===== src/rtl/scroll_digit_feeder_pkg.sv =====
// Shared constants for the scroller digit feeder: blank code, ASCII
// character values, FSM state encoding and the fixed digits-per-burst.
package scroll_pkg;

  localparam logic [3:0] BLK_CODE = 4'hF;

  localparam logic [7:0] CH_0    = 8'h30;
  localparam logic [7:0] CH_9    = 8'h39;
  localparam logic [7:0] CH_CR   = 8'h0D;
  localparam logic [7:0] CH_C_UP = 8'h43;
  localparam logic [7:0] CH_C_LO = 8'h63;

  // The scroller shows exactly three digits; not meant to be overridden.
  localparam int NDIG = 3;

  typedef enum logic [1:0] {
    IDLE = 2'd0,
    SEND = 2'd1,
    GAP  = 2'd2
  } state_t;

endpackage


===== src/rtl/scroll_digit_feeder_if.sv =====
// Byte-source / scroller-side bundle of the digit feeder.
// master: the ASCII byte source (drives iASCII/iVALID, observes the rest).
// slave : the feeder itself.
interface scroll_digit_feeder_if;
  logic [7:0] iASCII;
  logic       iVALID;
  logic       oBUSY;
  logic       oRD;
  logic [3:0] oDEC;
  logic       oCLEAN;
  logic [7:0] oERRCNT;

  modport master (
    output iASCII, iVALID,
    input  oBUSY, oRD, oDEC, oCLEAN, oERRCNT
  );

  modport slave (
    input  iASCII, iVALID,
    output oBUSY, oRD, oDEC, oCLEAN, oERRCNT
  );
endinterface


===== src/rtl/scroll_digit_feeder_ascii_digit_class.sv =====
// Combinational classifier for a received ASCII byte: decimal digit,
// carriage return, or clear command ('C'/'c'). digit is only meaningful
// when is_digit is high.
module ascii_digit_class
  import scroll_pkg::*;
(
  input  logic [7:0] ascii,
  output logic       is_digit,
  output logic       is_cr,
  output logic       is_clr,
  output logic [3:0] digit
);

  logic [7:0] offs;

  // Decode the character class and the digit value.
  always_comb begin
    offs     = ascii - CH_0;
    is_digit = (ascii >= CH_0) && (ascii <= CH_9);
    is_cr    = (ascii == CH_CR);
    is_clr   = (ascii == CH_C_UP) || (ascii == CH_C_LO);
    digit    = is_digit ? offs[3:0] : BLK_CODE;
  end

endmodule


===== src/rtl/scroll_digit_feeder.sv =====
// Producer end of the scroller digit interface. Collects up to three
// decimal digits from an ASCII byte stream and emits them as a three-beat
// RD/DEC burst; 'C'/'c' raises a one-cycle CLEAN pulse.
// Optional feature macro: SCROLL_FEED_ERRCNT_EN (rejected-character count
// on oERRCNT; tied to zero when undefined).
module scroll_digit_feeder
  import scroll_pkg::*;
#(
  parameter int         GAP_CYCLES = 2,
  parameter logic [3:0] BLK        = BLK_CODE
) (
  input  logic                  clk,
  input  logic                  rst,
  scroll_digit_feeder_if.slave  bus
);

  localparam int             GW       = (GAP_CYCLES < 2) ? 1 : $clog2(GAP_CYCLES);
  localparam logic [1:0]     LAST     = 2'(NDIG - 1);
  localparam logic [GW-1:0]  GAP_LAST = GW'(GAP_CYCLES - 1);

  state_t                    state_q, state_d;
  logic [1:0]                cnt_q, cnt_d;
  logic [NDIG-1:0][3:0]      buf_q, buf_d;
  logic [1:0]                beat_q, beat_d;
  logic [GW-1:0]             gap_q, gap_d;
  logic [3:0]                dec_q, dec_d;
  logic                      clean_q, clean_d;

  logic                      is_digit, is_cr, is_clr;
  logic [3:0]                digit;
  logic                      take;

  ascii_digit_class u_class (
    .ascii    (bus.iASCII),
    .is_digit (is_digit),
    .is_cr    (is_cr),
    .is_clr   (is_clr),
    .digit    (digit)
  );

  // Characters are only accepted while idle; anything else is dropped.
  assign take = bus.iVALID && (state_q == IDLE);

  // Next-state, buffer fill and burst sequencing.
  always_comb begin
    state_d = state_q;
    cnt_d   = cnt_q;
    buf_d   = buf_q;
    beat_d  = beat_q;
    gap_d   = gap_q;
    dec_d   = BLK;
    clean_d = 1'b0;
    case (state_q)
      IDLE: begin
        if (take) begin
          if (is_digit) begin
            buf_d[cnt_q] = digit;
            cnt_d        = cnt_q + 2'd1;
            // Third digit starts the burst without waiting for CR.
            if (cnt_q == LAST) begin
              state_d = SEND;
              beat_d  = 2'd0;
            end
          end else if (is_cr) begin
            if (cnt_q != 2'd0) begin
              for (int i = 0; i < NDIG; i++)
                if (2'(i) >= cnt_q) buf_d[i] = BLK;
              state_d = SEND;
              beat_d  = 2'd0;
            end
          end else if (is_clr) begin
            clean_d = 1'b1;
            cnt_d   = 2'd0;
            for (int i = 0; i < NDIG; i++) buf_d[i] = BLK;
          end
        end
      end
      SEND: begin
        // DEC trails RD by one cycle: the scroller registers iRD first.
        dec_d = buf_q[beat_q];
        if (beat_q == LAST) begin
          state_d = GAP;
          gap_d   = '0;
        end else begin
          beat_d = beat_q + 2'd1;
        end
      end
      GAP: begin
        if (gap_q == GAP_LAST) begin
          state_d = IDLE;
          cnt_d   = 2'd0;
          for (int i = 0; i < NDIG; i++) buf_d[i] = BLK;
        end else begin
          gap_d = gap_q + 1'b1;
        end
      end
      default: state_d = IDLE;
    endcase
  end

  // State, buffer and registered outputs; reset aborts any burst at once.
  always_ff @(posedge clk or negedge rst) begin
    if (!rst) begin
      state_q <= IDLE;
      cnt_q   <= 2'd0;
      buf_q   <= {NDIG{BLK}};
      beat_q  <= 2'd0;
      gap_q   <= '0;
      dec_q   <= BLK;
      clean_q <= 1'b0;
    end else begin
      state_q <= state_d;
      cnt_q   <= cnt_d;
      buf_q   <= buf_d;
      beat_q  <= beat_d;
      gap_q   <= gap_d;
      dec_q   <= dec_d;
      clean_q <= clean_d;
    end
  end

  assign bus.oBUSY  = (state_q != IDLE);
  assign bus.oRD    = (state_q == SEND);
  assign bus.oDEC   = dec_q;
  assign bus.oCLEAN = clean_q;

`ifdef SCROLL_FEED_ERRCNT_EN
  logic [7:0] err_q, err_d;

  // Count ignored and busy-dropped characters; a clear command zeroes it.
  always_comb begin
    err_d = err_q;
    if (bus.iVALID) begin
      if (state_q != IDLE) begin
        if (err_q != 8'hFF) err_d = err_q + 8'd1;
      end else if (is_clr) begin
        err_d = 8'h00;
      end else if (!is_digit && !is_cr) begin
        if (err_q != 8'hFF) err_d = err_q + 8'd1;
      end
    end
  end

  // Error counter register.
  always_ff @(posedge clk or negedge rst) begin
    if (!rst) err_q <= 8'h00;
    else      err_q <= err_d;
  end

  assign bus.oERRCNT = err_q;
`else
  assign bus.oERRCNT = 8'h00;
`endif

endmodule


===== src/flat_wrapper.sv =====
// flat-port wrapper written by rule: the top's interface ports become plain ports
module scroll_digit_feeder_flat import scroll_pkg::*;
#(
  parameter int         GAP_CYCLES = 2,
  parameter logic [3:0] BLK        = BLK_CODE
)
  (clk, rst, bus_iASCII, bus_iVALID, bus_oBUSY, bus_oRD, bus_oDEC, bus_oCLEAN, bus_oERRCNT);
  scroll_digit_feeder_if bus_i ();
  input  logic clk;
  input  logic rst;
  input wire logic [$bits(bus_i.iASCII)-1:0] bus_iASCII;
  input wire logic [$bits(bus_i.iVALID)-1:0] bus_iVALID;
  output wire logic [$bits(bus_i.oBUSY)-1:0] bus_oBUSY;
  output wire logic [$bits(bus_i.oRD)-1:0] bus_oRD;
  output wire logic [$bits(bus_i.oDEC)-1:0] bus_oDEC;
  output wire logic [$bits(bus_i.oCLEAN)-1:0] bus_oCLEAN;
  output wire logic [$bits(bus_i.oERRCNT)-1:0] bus_oERRCNT;
  assign bus_i.iASCII = bus_iASCII;
  assign bus_i.iVALID = bus_iVALID;
  assign bus_oBUSY = bus_i.oBUSY;
  assign bus_oRD = bus_i.oRD;
  assign bus_oDEC = bus_i.oDEC;
  assign bus_oCLEAN = bus_i.oCLEAN;
  assign bus_oERRCNT = bus_i.oERRCNT;
  scroll_digit_feeder #(.GAP_CYCLES(GAP_CYCLES), .BLK(BLK)) u_core (.clk(clk), .rst(rst), .bus(bus_i));
endmodule

===== config.mk =====
export PLATFORM = sky130hd
export DESIGN_NAME = scroll_digit_feeder_flat
export DESIGN_NICKNAME = d
export VERILOG_FILES = /design/src/rtl/scroll_digit_feeder_pkg.sv /design/src/rtl/scroll_digit_feeder_if.sv /design/src/rtl/scroll_digit_feeder_ascii_digit_class.sv /design/src/rtl/scroll_digit_feeder.sv /design/src/flat_wrapper.sv
export SDC_FILE = /design/constraint.sdc
export NUM_CORES = 1
export LEC_CHECK = 0
export ABC_CLOCK_PERIOD_IN_PS = 2100
export CORE_UTILIZATION = 41
export CTS_BUF_LIST = sky130_fd_sc_hd__clkbuf_4
export CTS_CLUSTER_SIZE = 12
export DETAILED_ROUTE_END_ITERATION = 8
export SLEW_MARGIN = 10
export SYNTH_ARGS = -nofsm -noshare
export SYNTH_HDL_FRONTEND = slang
export SYNTH_HIERARCHICAL = 1
export SYNTH_SLANG_ARGS = --single-unit

===== constraint.sdc =====
create_clock -name clk -period 2.1 [get_ports clk]
set_input_delay 0.63 -clock clk [delete_from_list [all_inputs] [get_ports clk]]
set_output_delay 0.63 -clock clk [all_outputs]
set_load 0.01 [all_outputs]

==> flow_metrics.env, run 1 <==
export IMPL_min_period_ps=2170
export IMPL_synth_cell_types=36
export IMPL_hold_violations=0
export IMPL_setup_ws_ps=-67.4
export IMPL_portBuffers=17
export IMPL_cts_sinks=24
export IMPL_area_growth_pct=32.7
export IMPL_critical_path_max_fanout=4
export IMPL_synth_common_cells="a21oi_1 (19), mux2i_1 (18), inv_1 (17), dfstp_2 (16)"
export IMPL_fill_cells=300
export IMPL_drt_iter0_drc=40
export IMPL_synthAdderAreaFrac=0.0511
export IMPL_wl_um=3100
export IMPL_synthMuxAreaShare=0.130
export IMPL_ff2ff_path_depth=8
export IMPL_r2r_setup_slack_ps=130
export IMPL_synthSimpleGateAreaFrac=0.130
export IMPL_syn_avg_cell_area_um2=10.0
export IMPL_place_congestion=0.773
export IMPL_status="finished with violations"
export IMPL_first_pass_iters=4
export IMPL_r2r_end="u_core/buf_q[4]"
export IMPL_clk_path_buf_depth=2
export IMPL_p_leak_nw=0.974
export IMPL_rows=21
export IMPL_clock_skew_ps=5.09
export IMPL_min_from="u_core/buf_q[8]"
export IMPL_fp_dieW_um=61.9
export IMPL_synth_top_cell_area_share=0.286
export IMPL_yosysSeqAreaShare=0.422
export IMPL_die_y_um=61.9
export IMPL_drtAntennaViolNets=0
export IMPL_wl_per_cell_um=13.3
export IMPL_hold_depth=2
export IMPL_ir_drop_mv=0.232
export IMPL_drc=0
export IMPL_startpoint_type="primary input"
export IMPL_cts_root_buf="clkbuf_4"
export IMPL_max_freq_mhz=461
export IMPL_nets=205
export IMPL_hpwl_um=2360
export IMPL_p_per_area_nw_per_um2=588
export IMPL_viasPerCell=4.97
export IMPL_die_area_um2=3830
export IMPL_ys_seq_elements=24
export IMPL_antenna_found_initial=0
export IMPL_finalCritPeriodShare=1.03
export IMPL_diodes=0
export IMPL_synth_cells=147
export IMPL_clock_latency_ps=320
export IMPL_core_area_um2=3390
export IMPL_synthArstFlopShare=1.00
export IMPL_ctsHtreeMaxLevel=1
export IMPL_cp_end_kind="flop"
export IMPL_ios=26
export IMPL_vias=1159
export IMPL_grt_pass1_wl_um=4950
export IMPL_hold_slack_ps=485
export IMPL_synth_top_family_by_area="compound AO/OA/AOI/OAI gates"
export IMPL_setup_viol=8
export IMPL_synth_edff_count=0
export IMPL_violations="setup timing"
export IMPL_arrival_ps=2410
export IMPL_maxCapViolations=0
export IMPL_drive_above_1_share=0.353
export IMPL_synth_xor_area_frac=0
export IMPL_final_util=0.575
export IMPL_grt_overflow_total=0
export IMPL_synth_main_ff_cell="dfstp_2"
export IMPL_required_ps=2350
export IMPL_grt_max_degree=25
export IMPL_grt_usage=0.184
export IMPL_synth_area_leaders="dfstp_2 (29%), dfrtp_1 (14%), mux2i_1 (12%)"
export IMPL_cts_buffers=3
export IMPL_worstHoldEndpoint="u_core/buf_q[8]"
export IMPL_reg2reg_from="u_core/cnt_q[1]"
export IMPL_cts_tree="built"
export IMPL_crit_type="in -> reg"
export IMPL_initial_core_util=0.434
export IMPL_slew_violations=0
export IMPL_yosys_warnings=6
export IMPL_netlist_area_um2=1470
export IMPL_grt_pass1_vias=1124
export IMPL_hold_class="reg -> reg"
export IMPL_cts_clk_slew_worst_paths_ps=140
export IMPL_synth_most_common_cell="a21oi_1"
export IMPL_synth_compound_area_frac=0.160
export IMPL_yosysTopAreaCell="dfstp_2"
export IMPL_rsz0062_at_grt="true"
export IMPL_hold_buffers=0
==> how the worst max path moves through the flow <==
stage	startpoint	end	slack (ps)	cells after the start
4_1_cts	bus_iASCII[7]	u_core/buf_q[10]	-30	8
6_report	bus_iASCII[6]	u_core/buf_q[4]	-70	9
5_1_grt	bus_iASCII[4]	u_core/buf_q[4]	-150	10
3_5_place_dp	bus_iASCII[0]	u_core/cnt_q[1]	-790	9
3_3_place_gp	bus_iASCII[0]	u_core/cnt_q[1]	-680	9
2_1_floorplan	bus_iASCII[5]	u_core/buf_q[10]	-120	6
==> layer usage <==
layer	wire (um)	track usage	part of all wire
met5	0	0	0
met4	47	0.0857	0.015
met3	82	0.0248	0.026
met2	1660	0.341	0.54
met1	1310	0.207	0.42
==> worst max-delay path, cell delays in order <==
cell and delay, ps:
dlygate4sd2_1 240, or3_4 340, nor3_4 210, nand2b_1 120, a311oi_2 280, buf_4 180
buf_12 110, o31ai_4 90, mux2i_1 220
==> registers in the layout, summed over array words and instances (netlist names) <==
| name | cells |
|---|---|
| u_core/buf_q | 12 |
| u_core/bus.oDEC | 4 |
| u_core/beat_q | 2 |
| u_core/cnt_q | 2 |
| u_core/state_q | 2 |
| u_core/bus.oCLEAN | 1 |
| u_core/gap_q | 1 |
==> repair_timing <==
action / 4_1_cts / 5_1_grt
pin swaps: 6 / 9
buffers inserted: 4 / 2
resized for setup: 32 / 4
setup endpoints to repair: 18 / 15
==> power by group <==
part | total (W) | internal, W | switching (W)
combinational | 0.000263 | 0.000110 | 0.000153
sequential | 0.000542 | 0.000507 | 0.0000346
clock | 0.000342 | 0.000193 | 0.000149
==> cell type report <==
class                      count  area (um^2)  share of cell area
clock inverter                 1         30.0              0.0154
multi-input combinational    100          796               0.408
inverter                      17         63.8              0.0327
tap                           46         57.6              0.0295
sequential                    24          621               0.318
timing repair buffer          42          360               0.185
clock buffer                   3         22.5              0.0115
==> cells by family after synthesis <==
| family | Yosys count |
|---|---|
| other | 1 |
| DFF | 24 |
| and+or+nand+nor | 31 |
| muxes | 19 |
| AOI/OAI and AO/OA | 36 |
| adders and majority gates | 6 |
| buffers and inverters | 30 |
==> placed cells by master, fill, tap and decap left out, drive strengths merged, types with 5 or more instances in the layout <==
cell type and n:
dfrtp 8, ha 6, mux2i 18, a21oi 19
inv 17, conb 8, o21ai 7, clkdlybuf4s50 7
buf 28, dlygate4sd2 5, dfstp 16, nand2 5
nand2b 5
==> metrics by stage <==
stage | total power (W) | setup WS (ps) | setup TNS [ps] | area (um^2) | std cells
final | 0.00115 | -67.4 | -115 | 1950 | 233
after global routing | 0.00121 | -146 | -1060 | 1950 | 233
after CTS | 0.00115 | -25.7 | -76.6 | 1930 | 231
after detailed placement | 0.000799 | -793 | -11700 | 1790 | 223
after global placement | 0.000788 | -683 | -10270 | 1790 | 223
after floorplan | 0.000701 | -122 | -1090 | 1510 | 154
Note: power is estimated with default switching activity, not from simulation.
==> run 2: changes to the inputs <==
--- a/config.mk
+++ b/config.mk
@@ -5,11 +5,13 @@
 export SDC_FILE = /design/constraint.sdc
 export NUM_CORES = 1
 export LEC_CHECK = 0
+export ABC_AREA = 1
 export ABC_CLOCK_PERIOD_IN_PS = 2100
 export CORE_UTILIZATION = 41
 export CTS_BUF_LIST = sky130_fd_sc_hd__clkbuf_4
 export CTS_CLUSTER_SIZE = 12
 export DETAILED_ROUTE_END_ITERATION = 8
+export PLACE_DENSITY = 0.68
 export SLEW_MARGIN = 10
 export SYNTH_ARGS = -nofsm -noshare
 export SYNTH_HDL_FRONTEND = slang
==> run 2 against run 1 <==
Net effect:
- the run now ends clean
- clock power barely moved
- global-route usage fell by 0.67 points
- die area rose by 4.6%
- non-clock buffer count fell by 6
- utilization fell by 1.6 points
- sequential cell count did not move
- count of clock-buffer cells in the layout did not move
- final area fell by 0.51%
- wire length rose by 7.8%
- combinational power fell by 31%
- largest cell class unchanged
- largest power group unchanged
==> flow_metrics.env, run 2 <==
export IMPL_synth_most_common_cell="nand2_1"
export IMPL_grt_pass1_vias=1312
export IMPL_r2r_setup_slack_ps=490
export IMPL_largest_register_ffs=12
export IMPL_setup_viol=0
export IMPL_switching_share=0.257
export IMPL_cts_root_buf="clkbuf_4"
export IMPL_syn_avg_cell_area_um2=7.27
export IMPL_startpoint_type="flop"
export IMPL_portBuffers=17
export IMPL_synth_edff_count=0
export IMPL_seqPwrFrac=0.544
export IMPL_crit_end="bus_oRD"
export IMPL_hpwl_um=2510
export IMPL_synth_main_ff_cell="dfstp_2"
export IMPL_synth_cell_types=24
export IMPL_drt_iter0_drc=83
export IMPL_finish_instance_area_um2=1940
export IMPL_ctsHtreeMaxLevel=1
export IMPL_clk_path_buf_depth=2
export IMPL_status="finished clean"
export IMPL_grt_overflow_total=0
export IMPL_yosysSeqAreaShare=0.403
export IMPL_netlist_area_um2=1540
export IMPL_grt_max_degree=25
export IMPL_hold_violations=0
export IMPL_ff2ff_path_depth=6
export IMPL_synth_area_leaders="dfstp_2 (27%), nand2_1 (14%), dfrtp_1 (13%)"
export IMPL_grt_usage=0.177
export IMPL_antenna_found_initial=0
export IMPL_area_growth_pct=26.0
export IMPL_yosysTopAreaCell="dfstp_2"
export IMPL_clock_skew_ps=1.29
export IMPL_initial_core_util=0.444
export IMPL_drtAntennaViolNets=0
export IMPL_viasPerCell=4.84
export IMPL_place_congestion=0.829
export IMPL_power_frac_comb=0.158
export IMPL_hold_slack_ps=471
export IMPL_hold_class="reg -> reg"
export IMPL_maxCapViolations=0
export IMPL_die_area_um2=4010
export IMPL_cp_startpoint="u_core/state_q[1]"
export IMPL_setup_ws_ps=48.1
export IMPL_dp_worst_setup_slack_ps=-255
export IMPL_p_int_w=0.000851
export IMPL_rsz0062_at_grt="false"
export IMPL_wl_um=3340
export IMPL_final_common_cell="nand2_1"
export IMPL_reg2reg_from="u_core/beat_q[0]"
export IMPL_min_period_ps=2050
export IMPL_max_freq_mhz=487
export IMPL_cts_buffers=3
export IMPL_wl_per_cell_um=11.3
export IMPL_synth_common_cells="nand2_1 (58), nand3_1 (30), inv_1 (25), nor2_1 (21), o21ai_0 (18)"
export IMPL_hold_depth=2
export IMPL_cp_end_kind="output port"
export IMPL_crit_type="reg -> out"
export IMPL_first_pass_iters=5
export IMPL_dpl_cell_area_um2=1820
export IMPL_cts_sinks=24
export IMPL_p_sw_w=0.000294
export IMPL_synthArstFlopShare=1.00
export IMPL_cts_tree="built"
export IMPL_ios=26
export IMPL_p_leak_nw=0.969
export IMPL_final_cell_mix="nand2_1 (56), nand3_1 (30), inv_1 (24)"
export IMPL_cts_clk_slew_worst_paths_ps=140
export IMPL_slew_violations=0
export IMPL_drive_above_1_share=0.245
export IMPL_drc=0
export IMPL_r2r_end="u_core/beat_q[1]"
export IMPL_clkPwrFrac=0.298
export IMPL_die_y_um=63.3
export IMPL_vias=1428
export IMPL_diodes=0
export IMPL_fp_dieW_um=63.3
export IMPL_ys_seq_elements=24
export IMPL_dp_cells=285
export IMPL_core_area_um2=3470
export IMPL_p_per_area_nw_per_um2=590
export IMPL_synth_top_cell_area_share=0.273
export IMPL_top_register="u_core/buf_q"
export IMPL_critical_path_max_fanout=3
export IMPL_clock_latency_ps=320
export IMPL_ir_drop_mv=0.285
export IMPL_arrival_ps=1420
export IMPL_finalCritPeriodShare=0.977
export IMPL_rows=21
export IMPL_required_ps=1470
export IMPL_yosys_warnings=6
export IMPL_instances_no_fill=295
export IMPL_nets=267
export IMPL_synth_cells=212
export IMPL_grt_pass1_wl_um=5660
[run 2: layer usage]
metal,part of all wire,track usage
met1,0.46,0.223
met2,0.49,0.309
met3,0.034,0.0217
met4,0.0084,0.0625
met5,0,0
[run 2: worst min path at each step]
stage	end	startpoint
finish	u_core/buf_q[3]	u_core/buf_q[3]
global route	u_core/buf_q[3]	u_core/buf_q[3]
CTS	u_core/buf_q[3]	u_core/buf_q[3]
detailed placement	u_core/buf_q[3]	u_core/buf_q[3]
global placement	u_core/buf_q[2]	u_core/buf_q[2]
floorplan	u_core/beat_q[0]	rst
[run 2: critical path: stages (launching register included)]
cell and delay, ps:
dfrtp_2 470, nor2_4 110, clkdlybuf4s50_1 530
[run 2: cell families (layout without fill, tap and decap cells)]
group | count (synthesis) | count (layout) | synth area share
fa+ha+maj | 6 | 6 | 0.0487
buf+inv | 39 | 68 | 0.122
flops | 24 | 24 | 0.403
simple gates | 120 | 121 | 0.347
other cells | 1 | 8 | 0.00243
compound gates | 22 | 22 | 0.0772
[run 2: layout make-up]
| class | instances | area, um^2 |
|---|---|---|
| Clock buffer | 3 | 22.5 |
| Clock inverter | 1 | 30.0 |
| Fill cell | 345 | 1530 |
| Inverter | 28 | 105 |
| Multi-Input combinational cell | 157 | 790 |
| Sequential cell | 24 | 622 |
| Tap cell | 46 | 57.6 |
| Timing Repair Buffer | 36 | 314 |
[run 2: power by group through the flow]
| stage | Clock (W) | Combinational [W] | Sequential [W] |
|---|---|---|---|
| after CTS | 0.000352 | 0.000177 | 0.000624 |
| after floorplan | 0 | 0.000126 | 0.000612 |
| after global routing | 0.000366 | 0.000210 | 0.000631 |
| after global placement | 0 | 0.000172 | 0.000630 |
| final | 0.000341 | 0.000181 | 0.000623 |
| after detailed placement | 0 | 0.000176 | 0.000631 |
[run 2: through the flow]
step / total power (W) / setup TNS, ps / utilization
after floorplan: 0.000738 / 0 / -
after global placement: 0.000803 / -3540 / 0.524
after detailed placement: 0.000808 / -3860 / 0.524
after CTS: 0.00115 / 0 / 0.543
after global routing: 0.00121 / 0 / 0.560
final: 0.00115 / 0 / 0.560
[run 2: timing repair]
| action | CTS | global route |
|---|---|---|
| buffers inserted | 2 | 3 |
| pin swaps | 0 | 3 |
| setup endpoints to repair | 2 | 17 |
| hold buffers | 0 | 0 |
| gates resized for setup | 2 | 12 |
| hold endpoints to repair | 0 | 0 |
| cloned | 0 | 1 |
